File: src/rtl/controler_afisaj.sv
// Display sequencing controller for the line-follower car: arbitrates stop/turn/timer
// ownership of the 4-digit display, generates blink and scan timing, and runs the 00-99 s timer.
module controler_afisaj #(
  parameter int SCAN_DIV    = 50000,
  parameter int SEC_DIV     = 50000000,
  parameter int BLINK_DIV   = 12500000,
  parameter int HOLD_HALVES = 4
) (
  input  logic       clock,
  input  logic       reset_n,
  input  logic       cerere_stanga,
  input  logic       cerere_dreapta,
  input  logic       cerere_stop,
  input  logic       run_en,
  input  logic       clear_timer,
  output logic       scan_en,
  output logic       semnal_stanga,
  output logic       semnal_dreapta,
  output logic       stop,
  output logic [3:0] cifra_zeci,
  output logic [3:0] cifra_unitati,
  output logic [1:0] stare
);

  localparam int SCAN_W  = (SCAN_DIV  > 1) ? $clog2(SCAN_DIV)  : 1;
  localparam int SEC_W   = (SEC_DIV   > 1) ? $clog2(SEC_DIV)   : 1;
  localparam int BLINK_W = (BLINK_DIV > 1) ? $clog2(BLINK_DIV) : 1;
  localparam int HOLD_W  = (HOLD_HALVES > 0) ? $clog2(HOLD_HALVES + 1) : 1;

  localparam logic [SCAN_W-1:0]  SCAN_LAST  = SCAN_W'(SCAN_DIV - 1);
  localparam logic [SEC_W-1:0]   SEC_LAST   = SEC_W'(SEC_DIV - 1);
  localparam logic [BLINK_W-1:0] BLINK_LAST = BLINK_W'(BLINK_DIV - 1);
  localparam logic [HOLD_W-1:0]  HOLD_INIT  = HOLD_W'(HOLD_HALVES);

  typedef enum logic [1:0] {
    S_TIMER  = 2'b00,
    S_TURN_L = 2'b01,
    S_TURN_R = 2'b10,
    S_STOP   = 2'b11
  } state_t;

  state_t              r_state, w_state_nxt;
  logic [BLINK_W-1:0]  r_blink_cnt, w_blink_cnt_nxt;
  logic                r_phase, w_phase_nxt;
  logic [HOLD_W-1:0]   r_hold, w_hold_nxt;
  logic [SCAN_W-1:0]   r_scan_cnt;
  logic [SEC_W-1:0]    r_pre;
  logic [3:0]          r_zeci, r_unit;

  logic w_req_l, w_req_r, w_half_end, w_sec_run, w_sec_tick;

  // Both requests high is treated the same as no request.
  assign w_req_l    = cerere_stanga & ~cerere_dreapta;
  assign w_req_r    = cerere_dreapta & ~cerere_stanga;
  assign w_half_end = (r_blink_cnt == BLINK_LAST);

  always_comb begin
    w_state_nxt     = r_state;
    w_hold_nxt      = r_hold;
    w_blink_cnt_nxt = '0;
    w_phase_nxt     = 1'b1;

    if (cerere_stop) begin
      w_state_nxt = S_STOP;
    end else begin
      case (r_state)
        S_STOP: begin
          if (w_req_l)      w_state_nxt = S_TURN_L;
          else if (w_req_r) w_state_nxt = S_TURN_R;
          else              w_state_nxt = S_TIMER;
        end
        S_TIMER: begin
          if (w_req_l)      w_state_nxt = S_TURN_L;
          else if (w_req_r) w_state_nxt = S_TURN_R;
        end
        S_TURN_L: begin
          if (w_req_r)      w_state_nxt = S_TURN_R;
          else if (w_req_l) w_hold_nxt  = HOLD_INIT;
          else if (w_half_end) begin
            if (r_hold <= HOLD_W'(1)) w_state_nxt = S_TIMER;
            else                      w_hold_nxt  = r_hold - HOLD_W'(1);
          end
        end
        S_TURN_R: begin
          if (w_req_l)      w_state_nxt = S_TURN_L;
          else if (w_req_r) w_hold_nxt  = HOLD_INIT;
          else if (w_half_end) begin
            if (r_hold <= HOLD_W'(1)) w_state_nxt = S_TIMER;
            else                      w_hold_nxt  = r_hold - HOLD_W'(1);
          end
        end
        default: w_state_nxt = S_TIMER;
      endcase
    end

    // Entering a turn state restarts blink at phase 1 with a full hold.
    if (w_state_nxt == S_TURN_L || w_state_nxt == S_TURN_R) begin
      if (w_state_nxt != r_state) begin
        w_hold_nxt = HOLD_INIT;
      end else if (w_half_end) begin
        w_phase_nxt = ~r_phase;
      end else begin
        w_blink_cnt_nxt = r_blink_cnt + BLINK_W'(1);
        w_phase_nxt     = r_phase;
      end
    end else begin
      w_hold_nxt = '0;
    end
  end

  always_ff @(posedge clock) begin
    if (!reset_n) begin
      r_state     <= S_TIMER;
      r_blink_cnt <= '0;
      r_phase     <= 1'b1;
      r_hold      <= '0;
    end else begin
      r_state     <= w_state_nxt;
      r_blink_cnt <= w_blink_cnt_nxt;
      r_phase     <= w_phase_nxt;
      r_hold      <= w_hold_nxt;
    end
  end

  always_ff @(posedge clock) begin
    if (!reset_n || r_scan_cnt == SCAN_LAST) r_scan_cnt <= '0;
    else                                     r_scan_cnt <= r_scan_cnt + SCAN_W'(1);
  end

  // The timer freezes while the display shows STOP.
  assign w_sec_run  = run_en && (r_state != S_STOP);
  assign w_sec_tick = w_sec_run && (r_pre == SEC_LAST);

  always_ff @(posedge clock) begin
    if (!reset_n || clear_timer) begin
      r_pre  <= '0;
      r_zeci <= 4'd0;
      r_unit <= 4'd0;
    end else if (w_sec_tick) begin
      r_pre <= '0;
      if (r_unit == 4'd9) begin
        r_unit <= 4'd0;
        r_zeci <= (r_zeci == 4'd9) ? 4'd0 : r_zeci + 4'd1;
      end else begin
        r_unit <= r_unit + 4'd1;
      end
    end else if (w_sec_run) begin
      r_pre <= r_pre + SEC_W'(1);
    end
  end

  assign scan_en        = (r_scan_cnt == SCAN_LAST);
  assign semnal_stanga  = (r_state == S_TURN_L) & r_phase;
  assign semnal_dreapta = (r_state == S_TURN_R) & r_phase;
  assign stop           = (r_state == S_STOP);
  assign cifra_zeci     = r_zeci;
  assign cifra_unitati  = r_unit;
  assign stare          = r_state;

endmodule

File: config.mk
export PLATFORM = sky130hd
export DESIGN_NAME = controler_afisaj
export DESIGN_NICKNAME = d
export VERILOG_FILES = /design/src/rtl/controler_afisaj.sv
export SDC_FILE = /design/constraint.sdc
export NUM_CORES = 1
export LEC_CHECK = 0
export CORE_ASPECT_RATIO = 1.4
export CORE_MARGIN = 1.5
export CORE_UTILIZATION = 45
export DETAILED_ROUTE_END_ITERATION = 10
export PLACE_DENSITY = 0.73
export RECOVER_POWER = 50
export SKIP_CTS_REPAIR_TIMING = 1
export SYNTH_ARGS = -nofsm -noshare
export SYNTH_HDL_FRONTEND = slang
export SYNTH_SLANG_ARGS = --single-unit
File: constraint.sdc
create_clock -name clock -period 3.4 [get_ports clock]
set_clock_uncertainty 0.1 [all_clocks]
set_input_delay 0.68 -clock clock [delete_from_list [all_inputs] [get_ports clock]]
set_output_delay 0.68 -clock clock [all_outputs]
set_load 0.01 [all_outputs]
== Word-level counts from Yosys, hierarchy flattened ==
Index checks and enable logic that the tools add are counted.

* Register bits after elaboration: 80
* Output and inout port bits: 14
* Logic and storage cells: 82

* Add/subtract/negate cells: 6
* Magnitude comparators: 1
* Equal/unequal tests: 17
* Muxes and demuxes: 23
* Bitwise logic cells: 10
* Reduce and logical (&&, ||, !) cells: 16

{| class="wikitable"
|+ Operators by type and width
! kind !! count
|-
| $add 26x1->26 const B || 1
|-
| $eq 26x26->1 const B || 1
|-
| $add 24x1->24 const B || 1
|-
| $eq 24x24->1 const B || 1
|-
| $mux 3 || 8
|-
| $mux 2 || 11
|-
| $add 16x1->16 const B || 1
|-
| $eq 16x16->1 const B || 1
|-
| $add 4x1->4 const B || 2
|-
| $eq 4x4->1 const B || 2
|-
| $mux 4 || 2
|-
| $pmux 2 s4 || 1
|-
| $reduce_and 4->1 || 2
|-
| $eq 2x2->1 const B || 3
|-
| $ne 2x2->1 const B || 3
|-
| $ne 3x3->1 const B || 2
|-
| $not 1->1 || 6
|-
| $pmux 3 s2 || 1
|-
| $and 1x1->1 || 4
|-
| $eq 2x1->1 const B || 2
|-
| $reduce_and 2->1 || 2
|-
| $reduce_or 4->1 || 1
|-
| $le 3x1->1 const B || 1
|-
| $logic_or 1x1->1 || 3
|-
| other kinds (10) || 11
|}

== Logic depth before layout (Yosys ltp) ==
Gate-level depths: netlist of the first run.

* Depth in word-level cells: 11
* Gate-level depth with buffers: 10
* Depth with buffers taken out: 8

== Worst setup path after synthesis of the first run ==
Ideal clock, no wire load.

* Kind: reg2reg
* Start: reg r_state[0], in the netlist stare[0]
* End: reg r_hold[1]
* Data arrival time: 2486 ps
* Data required time: 3234 ps
* Setup slack: 748 ps
* Stages on the path, launching flop included: 11
* Buffers on the path: 2
* Period minus slack after synthesis: 2652 ps
* Cell sequence: dfxtp_1 > clkbuf_1 > inv_1 > ha_1 > a211oi_1 > a211oi_1 > nor2_1 > o21ai_2 > or4_4 > buf_6 > a21oi_2

* Longest elaborated chain between the ends: 10

{| class="wikitable"
|+ Ends and longest elaborated chain
! element !! line !! source
|-
| from (decl) || 42 || <nowiki>state_t r_state, w_state_nxt;</nowiki>
|-
| from (signal assigned) || 118 || <nowiki>r_state <= w_state_nxt;</nowiki>
|-
| $mux 2 || 80, 88 ||
|-
| $mux 2 || 87 || <nowiki>else if (w_half_end) begin</nowiki>
|-
| $mux 2 (on tied branches) || 86, 78 ||
|-
| $mux 2 (on tied branches) || 85, 77 ||
|-
| $pmux 2 s4 || 66 || <nowiki>case (r_state)</nowiki>
|-
| $mux 2 || 63 || <nowiki>if (cerere_stop) begin</nowiki>
|-
| $eq 2x1->1 or $eq 2x2->1 (tied branches) || 97 || <nowiki>if (w_state_nxt == S_TURN_L || w_state_nxt == S_TURN_R) begin</nowiki>
|-
| $logic_or 1x1->1 || 97 ||
|-
| $not 1->1 (no source line) || -- ||
|-
| $reduce_or 3->1 (no source line) || -- ||
|-
| to (signal assigned) || 121 || <nowiki>r_hold <= w_hold_nxt;</nowiki>
|-
| to (decl) || 45 || <nowiki>logic [HOLD_W-1:0] r_hold, w_hold_nxt;</nowiki>
|}

Several ways; a longest one is shown, not always the timed one.
A chain may end at the register's enable or synchronous reset.

== Worst setup path in the final report of the first run ==
* Start: reg r_state[0], in the netlist stare[0]
* End: reg r_phase

* Longest elaborated chain between the ends: 10

{| class="wikitable"
|+ Ends and longest elaborated chain
! element !! line !! source
|-
| $mux 2 || 80, 88 ||
|-
| $mux 2 || 87 ||
|-
| $mux 2 (on tied branches) || 86, 78 ||
|-
| $mux 2 (on tied branches) || 85, 77 ||
|-
| $pmux 2 s4 || 66 ||
|-
| $mux 2 || 63 ||
|-
| $eq 2x1->1 or $eq 2x2->1 (tied branches) || 97 ||
|-
| $logic_or 1x1->1 || 97 ||
|-
| $not 1->1 (no source line) || -- ||
|-
| $reduce_or 3->1 (no source line) * || -- ||
|-
| to (signal assigned) || 120 || <nowiki>r_phase <= w_phase_nxt;</nowiki>
|-
| to (decl) || 44 || <nowiki>logic r_phase, w_phase_nxt;</nowiki>
|}

Every way passes the cells marked *; elsewhere a longest branch is shown, timed or not.

==> results of run 1 <==
## metal layers
metal / GRT usage / wire length (um) / up-vias / part of all wire
li1: - / - / 1736 / -
met1: 0.194 / 3510 / 1652 / 0.41
met2: 0.336 / 4560 / 40 / 0.54
met3: 0.0353 / 203 / 16 / 0.024
met4: 0.0929 / 184 / 0 / 0.022
met5: 0 / 0 / - / 0
## power groups by stage
stage	logic, mW	clock network (mW)	registers, mW
after CTS	0.170	0.987	0.963
after detailed placement	0.167	0	0.984
final	0.167	0.970	0.963
after global routing	0.183	1.03	0.965
after floorplan	0.122	0	0.979
after global placement	0.164	0	0.983
## worst paths after layout
| kind | start | endpoint | slack [ns] | depth (start not counted) |
|---|---|---|---|---|
| worst min-delay path | r_blink_cnt[0] | r_blink_cnt[0] | 0.34 | 1 |
| worst min register to register | r_blink_cnt[0] | r_blink_cnt[0] | 0.34 | 1 |
| worst max-delay path | stare[0] | r_phase | 0.47 | 8 |
| worst max register to register | stare[0] | r_phase | 0.47 | 8 |
## Yosys cell counts, types with 7 or more instances
library cell and number:
a21oi_1 9, a21oi_2 10, and3_1 11, clkbuf_1 8, dfxtp_1 80, ha_1 9, inv_1 15, nand2_1 40
nand3_1 17, nand4_1 21, nor2_1 85, nor2b_1 8, nor4_1 7, o21ai_0 10, xnor2_1 30, xor2_1 34
## cells by family after synthesis
kind of cell,share of synthesized area
AO/OA/AOI/OAI,0.0884
XOR/XNOR,0.135
adder cells (fa/ha/maj),0.0322
buffers and inverters,0.0325
flip-flops,0.385
multiplexers,0.0111
AND/OR/NAND/NOR,0.316
## state kept, by name (all words and copies together) (netlist names)
signal,cells
r_pre,26
r_blink_cnt,24
r_scan_cnt,16
cifra_unitati,4
cifra_zeci,4
r_hold,3
stare,2
r_phase,1
## area by class of cell
type / count / area, um2 / share of cell area
clock buffers: 9 / 225 / 0.0474
flip-flops and latches: 80 / 1600 / 0.337
multi-input cells: 377 / 2420 / 0.510
clock inverters: 7 / 77.6 / 0.0163
inverters: 16 / 60.1 / 0.0126
well taps: 107 / 134 / 0.0282
repair buffers: 25 / 234 / 0.0492
==> flow_metrics.py, run 1 <==
metrics = {
    "clock_tree": {
        "cts_root_buf": "clkbuf_16",
        "insertion_delay_ns": 0.34,
        "cts_sinks": 80,
        "cts_buffers": 9,
        "h-tree-depth": 3,
        "cts_tree": "done",
        "cts.path.max_buffers": 2,
        "cts.clk_slew.worst_paths_ns": 0.06,
    },
    "final_layout": {
        "diodes": 0,
        "syn_to_final_growth_pct": 14.3,
        "layout-drive-gt1-share": 0.0837,
        "fin_cells": 621,
        "mostFrequentLayoutCell": "nor2_1",
        "fin_util": 0.530,
        "fillers": 850,
        "final_cell_area_mm2": 0.00476,
        "layout.nets": 525,
        "layout_common_cells": "nor2_1 (85), dfxtp_1 (80), nand2_1 (40)",
    },
    "setup_path": {
        "path_delay_family": "simple AND/OR/NAND/NOR gates",
        "crit_path_frequent_cell": "a211oi_1",
        "cp.required_ns": 3.53,
        "cp_slowest_cell": "or4_4",
        "critPathBufInv": 1,
        "endpoint_kind": "register",
        "cp.arrival_ns": 3.07,
        "crit_path_max_incr_delay_ns": 0.69,
        "cp_max_fo": 13,
        "crit_chain": "inv_1 -> ha_1 -> a211oi_1 -> a211oi_1 -> nor2_1 -> o21ai_2 -> or4_4 -> a21o_1",
        "critPathKind": "reg2reg",
        "critPathLaunchType": "register",
    },
    "place": {
        "dp_hpwl_mm": 6.10,
        "dp.cells": 605,
        "routabilityCongestion": 0.876,
        "place_area_mm2": 0.00446,
        "io_buffers": 20,
        "dp_slack_ns": 0.202,
    },
    "synthesis": {
        "async_flop_share": 0,
        "ys.flop_type": "dfxtp_1",
        "yosysTopAreaCellShare": 0.385,
        "synth_largest_area_cell": "dfxtp_1",
        "syn_avg_cell_area_um2": 8.53,
        "yosysWarnings": 0,
        "synth_edf_count": 0,
        "synth_area_leaders": "dfxtp_1 (38%), nor2_1 (7.7%), xor2_1 (7.2%)",
        "ys_seq_area_frac": 0.385,
        "synth_seq_cells": 80,
        "synthCells": 488,
        "netlist_area_mm2": 0.00416,
        "syn-num-nets": 504,
        "ys_types": 64,
    },
    "power": {
        "p_leak_nw": 1.59,
        "clkPwrFrac": 0.462,
        "vdd_drop_max_v": 0.000472,
        "power_switching_share": 0.242,
        "combPwrFrac": 0.079,
        "power_density_mw_per_mm2": 441,
        "internal_power_mw": 1.59,
        "p_switching_mw": 0.507,
        "power.total_mw": 2.10,
        "seqPwrFrac": 0.459,
    },
    "detailed_routing": {
        "drc_errors": 0,
        "routedWlPerCell_um": 13.6,
        "dr.pass1.iters": 4,
        "drt_iter0_markers": 122,
        "ant_nets": 0,
        "vias": 3444,
        "drt-vias-per-instance": 5.55,
        "wl_mm": 8.45,
    },
    "timing": {
        "whs_ns": 0.337,
        "rsz0062_at_grt": "no",
        "setup_slack_ns": 0.469,
        "slew_violations": 0,
        "finalSetupTns_ns": 0,
        "period_share": 0.862,
        "slew-limit-headroom": 0.473,
        "min_period_ns": 2.93,
        "worst_pin_slew_ns": 0.790,
        "hold_viol_final": 0,
        "fmax_mhz": 341,
        "setup_viol": 0,
    },
    "global_route": {
        "antenna_found_initial": 0,
        "track_usage": 0.181,
        "grt_pass1_wl_mm": 14.5,
        "grt_pass1_vias": 3315,
        "grt_max_degree": 25,
        "grt_overflow": 0,
    },
    "floorplan": {
        "start_util": 0.463,
        "io_pins": 21,
        "die_area_mm2": 0.00984,
        "die_x_um": 84.3,
        "rows": 41,
        "die_h_um": 117,
        "core_mm2": 0.00898,
    },
    "outcome": {
        "status": "finished clean",
    },
    "hold_path": {
        "min_path_type": "reg2reg",
    },
    "flow_run": {
        "max_cap_violations": 0,
    },
}
(Power assumes the default switching activity.)
==> run 2: changes to the inputs <==
ABC_AREA = 1   (was unset)
CTS_BUF_LIST = sky130_fd_sc_hd__clkbuf_16   (was unset)
PLACE_DENSITY = 0.72   (was 0.73)
==> flow_metrics.py, run 2 <==
metrics = {
    "outcome": {
        "status": "finished clean",
    },
    "synthesis": {
        "ys_seq_area_frac": 0.368,
        "synthAdderAreaFrac": 0.0259,
        "synth_seq_cells": 80,
        "yosysWarnings": 0,
        "synthTopCellsByCount": "nand2_1 (102), inv_1 (91), nor2_1 (84)",
        "synth-compound-area-share": 0.0630,
        "synth_edf_count": 0,
        "syn-num-nets": 613,
        "ys_types": 40,
        "synth_area_leaders": "dfxtp_1 (37%), nand2_1 (8.8%), inv_1 (7.8%)",
        "synth_largest_area_cell": "dfxtp_1",
        "synth_xor_area_frac": 0.0845,
        "ys.flop_type": "dfxtp_1",
        "synthCells": 597,
        "async_flop_share": 0,
        "yosysTopAreaCellShare": 0.368,
        "syn_avg_cell_area_um2": 7.29,
        "post-synth-top-count-cell": "nand2_1",
        "synthMuxAreaShare": 0.00230,
        "netlist_area_mm2": 0.00435,
        "synth_top_family_by_area": "simple AND/OR/NAND/NOR gates",
        "yosys.area_share.simple": 0.361,
    },
    "timing": {
        "finalSetupTns_ns": 0,
        "rsz0062_at_grt": "no",
        "setup_viol": 0,
        "hold_viol_final": 0,
        "period_share": 0.877,
        "slew-limit-headroom": 0.643,
        "slew_violations": 0,
        "min_period_ns": 2.98,
        "whs_ns": 0.350,
        "worst_pin_slew_ns": 0.530,
        "fmax_mhz": 335,
    },
    "final_layout": {
        "layout-drive-gt1-share": 0.0860,
        "layout_common_cells": "nand2_1 (105), inv_1 (91), nor2_1 (84)",
        "top_regs": "r_pre (26), r_blink_cnt (24), r_scan_cnt (16)",
        "layout.nets": 639,
        "largest_register_ffs": 26,
        "fillers": 915,
        "fin_util": 0.521,
        "mostFrequentLayoutCell": "nand2_1",
        "diodes": 0,
        "regMostFlops": "r_pre",
        "syn_to_final_growth_pct": 12.6,
    },
    "detailed_routing": {
        "drt_iter0_markers": 186,
        "drc_errors": 0,
        "routedWlPerCell_um": 11.7,
        "vias": 3817,
        "dr.pass1.iters": 5,
        "wl_mm": 8.65,
        "drt-vias-per-instance": 5.17,
        "ant_nets": 0,
    },
    "floorplan": {
        "core_mm2": 0.00941,
        "start_util": 0.463,
        "die_x_um": 86.1,
        "die_area_mm2": 0.0103,
        "io_pins": 21,
        "die_h_um": 119,
        "rows": 42,
    },
    "setup_path": {
        "r2r_start": "r_blink_cnt[0]",
        "timing.rr.end": "r_hold[0]",
        "cp.required_ns": 2.62,
        "cp_slowest_cell": "clkdlybuf4s50_1",
        "crit_path_max_incr_delay_ns": 0.61,
        "cp_max_fo": 3,
        "critPathLaunchType": "register",
        "crit_chain": "ha_1 -> nand2_1 -> nor2_1 -> inv_1 -> nor2_1 -> inv_1 -> nor4_1 -> clkdlybuf4s50_1",
        "reg2reg_slack_ns": 0.63,
        "endpoint_kind": "primary output",
        "critPathKind": "reg2out",
        "crit_start": "r_scan_cnt[0]",
        "cp.arrival_ns": 2.20,
        "reg2reg_depth": 18,
    },
    "hold_path": {
        "min-delay-start": "r_scan_cnt[0]",
        "min_path_type": "reg2reg",
        "hold_end": "r_scan_cnt[0]",
        "hold_path_depth": 1,
    },
    "clock_tree": {
        "insertion_delay_ns": 0.34,
        "cts_root_buf": "clkbuf_16",
        "h-tree-depth": 3,
        "cts.path.max_buffers": 2,
        "cts.clk_slew.worst_paths_ns": 0.06,
        "cts_buffers": 9,
        "cts_tree": "done",
        "cts_sinks": 80,
    },
    "power": {
        "power_density_mw_per_mm2": 405,
        "vdd_drop_max_v": 0.000278,
        "p_leak_nw": 1.77,
    },
    "global_route": {
        "grt_pass1_vias": 3706,
        "antenna_found_initial": 0,
        "track_usage": 0.182,
        "grt_pass1_wl_mm": 15.3,
        "grt_max_degree": 26,
        "grt_overflow": 0,
    },
    "place": {
        "routabilityCongestion": 0.864,
        "io_buffers": 20,
        "dp_hpwl_mm": 6.60,
    },
    "flow_run": {
        "max_cap_violations": 0,
    },
}
## run 2: layout make-up
type / instances / area [um2] / share of cell area
clock buffer: 9 / 225 / 0.0460
clock inverter: 7 / 38.8 / 0.00791
inverter: 96 / 360 / 0.0735
multi-input combinational: 414 / 2330 / 0.475
sequential: 80 / 1600 / 0.327
tap: 110 / 138 / 0.0281
timing repair buffer: 22 / 211 / 0.0431
## run 2: power by group
part	internal, mW	leakage [nW]	switching [mW]
Clock	0.485	0.130	0.364
Combinational	0.0536	0.995	0.124
Sequential	0.947	0.646	0.0103
Total	1.49	1.77	0.498
## run 2: layer usage
layer,part of all wire,vias up,GRT usage,wire [um]
li1,-,1971,-,-
met1,0.41,1762,0.193,3530
met2,0.52,61,0.325,4510
met3,0.034,23,0.0464,291
met4,0.038,0,0.0948,325
met5,0,-,0,0
## run 2: metrics by stage
stage               power, mW  worst slack (ns)  area [um2]  instances
floorplan                1.13              1.20        4350        597
global placement         1.16             0.449        4650        722
detailed placement       1.16             0.321        4650        722
CTS                      2.02             0.391        4910        738
global route             2.07             0.226        4900        738
finish                   1.98             0.418        4900        738
## run 2: kinds of logic (layout without fill, tap and decap cells)
group           count (synthesis)  after routing
xor+xnor                       42             42
flops                          80             80
compound gates                 48             48
buf+inv                       103            134
mux                             1              1
fa+ha+maj                       9              9
simple gates                  314            314
## run 2: worst max path at each step
| stage | depth (start not counted) | slack, ns | end |
|---|---|---|---|
| after CTS | 8 | 0.39 | scan_en |
| final | 8 | 0.42 | scan_en |
| after global placement | 16 | 0.45 | r_hold[1] |
| after detailed placement | 13 | 0.32 | r_blink_cnt[3] |
| after global routing | 8 | 0.23 | scan_en |
| after floorplan | 13 | 1.20 | r_pre[23] |
## run 2: critical path, delay by kind of cell (launching register included)
kind,cells,cell delay (ns)
adder cells (fa/ha/maj),1,0.17
buffers and inverters,3,0.75
flip-flops,1,0.35
AND/OR/NAND/NOR,4,0.60
==> run 3: changes to the inputs <==
CAP_MARGIN = 40   (was unset)
CORE_UTILIZATION = 40   (was 45)
PLACE_DENSITY = 0.67   (was 0.72)
==> flow_metrics.py, run 3 (synthesized netlist as in run 2, its figures left out) <==
metrics = {
    "final_layout": {
        "top_regs": "r_pre (26), r_blink_cnt (24), r_scan_cnt (16)",
        "layout_common_cells": "nand2_1 (105), inv_1 (91), nor2_1 (84)",
        "layout.nets": 640,
        "mostFrequentLayoutCell": "nand2_1",
        "largest_register_ffs": 26,
        "final_cell_area_mm2": 0.00502,
        "fin_cells": 767,
        "layout-drive-gt1-share": 0.0859,
        "syn_to_final_growth_pct": 15.3,
        "regMostFlops": "r_pre",
        "diodes": 0,
    },
    "floorplan": {
        "rows": 44,
        "die_x_um": 91.2,
        "start_util": 0.416,
        "die_h_um": 126,
        "core_mm2": 0.0105,
        "io_pins": 21,
        "die_area_mm2": 0.0115,
    },
    "clock_tree": {
        "insertion_delay_ns": 0.33,
        "h-tree-depth": 3,
        "cts_sinks": 80,
        "cts_buffers": 9,
        "cts.path.max_buffers": 2,
        "cts.clk_slew.worst_paths_ns": 0.06,
        "cts_root_buf": "clkbuf_16",
        "cts_tree": "done",
    },
    "timing": {
        "slew_violations": 0,
        "rsz0062_at_grt": "no",
        "whs_ns": 0.350,
        "hold_viol_final": 0,
        "finalSetupTns_ns": 0,
        "period_share": 0.880,
        "worst_pin_slew_ns": 0.527,
        "slew-limit-headroom": 0.649,
        "setup_viol": 0,
        "fmax_mhz": 334,
        "min_period_ns": 2.99,
    },
    "global_route": {
        "grt_max_degree": 26,
        "track_usage": 0.168,
        "grt_pass1_vias": 3811,
        "grt_pass1_wl_mm": 16.0,
        "antenna_found_initial": 0,
        "grt_overflow": 0,
    },
    "setup_path": {
        "critPathLaunchType": "register",
        "crit_path_max_incr_delay_ns": 0.62,
        "cp_slowest_cell": "clkdlybuf4s50_1",
        "crit_chain": "ha_1 -> nand2_1 -> nor2_1 -> inv_1 -> nor2_1 -> inv_1 -> nor4_1 -> clkdlybuf4s50_1",
        "cp_max_fo": 3,
        "cp.required_ns": 2.62,
        "reg2reg_slack_ns": 0.64,
        "endpoint_kind": "primary output",
        "critPathKind": "reg2out",
        "cp.arrival_ns": 2.21,
    },
    "place": {
        "dp.cells": 751,
        "place_area_mm2": 0.00469,
        "routabilityCongestion": 0.853,
        "io_buffers": 20,
        "dp_hpwl_mm": 6.85,
    },
    "power": {
        "power_density_mw_per_mm2": 446,
        "vdd_drop_max_v": 0.000239,
        "p_leak_nw": 1.80,
    },
    "detailed_routing": {
        "ant_nets": 0,
        "routedWlPerCell_um": 11.7,
        "wl_mm": 8.94,
        "drt-vias-per-instance": 4.90,
        "vias": 3760,
        "drc_errors": 0,
        "dr.pass1.iters": 4,
        "drt_iter0_markers": 160,
    },
    "flow_run": {
        "max_cap_violations": 0,
    },
    "outcome": {
        "status": "finished clean",
    },
    "hold_path": {
        "min_path_type": "reg2reg",
    },
}
[run 3: cell types whose count changed in the layout (fill, tap and decap cells not counted)]
cell,delta
clkinv_4,+2
clkinvlp_4,-1
buf_4,-1
clkinv_1,-1
clkbuf_1,+2
clkinv_2,-3
dlygate4sd3_1,-1
clkdlybuf4s50_1,+1
bufinv_16,+3
[run 3: stage by stage]
stage	power (mW)	setup slack (ns)	utilization
global route	2.33	0.127	0.480
detailed placement	1.17	0.267	0.448
global placement	1.16	0.417	0.448
finish	2.24	0.409	0.480
floorplan	1.13	1.20	-
CTS	2.27	0.372	0.481
[run 3: worst max-delay path, delay by kind of cell (launching register included)]
family                     cells  cell delay [ns]
adders and majority gates      1             0.17
buffers and inverters          3             0.75
DFF                            1             0.35
and+or+nand+nor                4             0.61
[run 3: final timing paths]
path | from | endpoint | cells past startpoint
max | r_scan_cnt[0] | scan_en | 8
min | r_scan_cnt[0] | r_scan_cnt[0] | 1
max reg2reg | r_blink_cnt[0] | r_hold[1] | 18
min reg2reg | r_scan_cnt[0] | r_scan_cnt[0] | 1
[run 3: routing by layer]
metal,global-route usage,vias to the layer above,share of wire
met5,0,-,0
met4,0.0717,0,0.025
met3,0.0360,18,0.028
met2,0.305,67,0.52
met1,0.186,1692,0.43
li1,-,1983,-
[run 3: layout make-up]
| type | instances | area, um2 |
|---|---|---|
| multi-input combinational | 414 | 2330 |
| clock inverter | 7 | 120 |
| inverter | 96 | 360 |
| clock buffer | 9 | 225 |
| tap | 138 | 173 |
| fill | 1046 | 5440 |
| timing repair buffer | 23 | 211 |
| sequential | 80 | 1600 |
[run 3: where the power goes]
group / switching (mW) / total [mW] / internal [mW]
combinational: 0.126 / 0.180 / 0.0536
sequential: 0.0111 / 0.958 / 0.947
clock: 0.381 / 1.10 / 0.718
total: 0.519 / 2.24 / 1.72
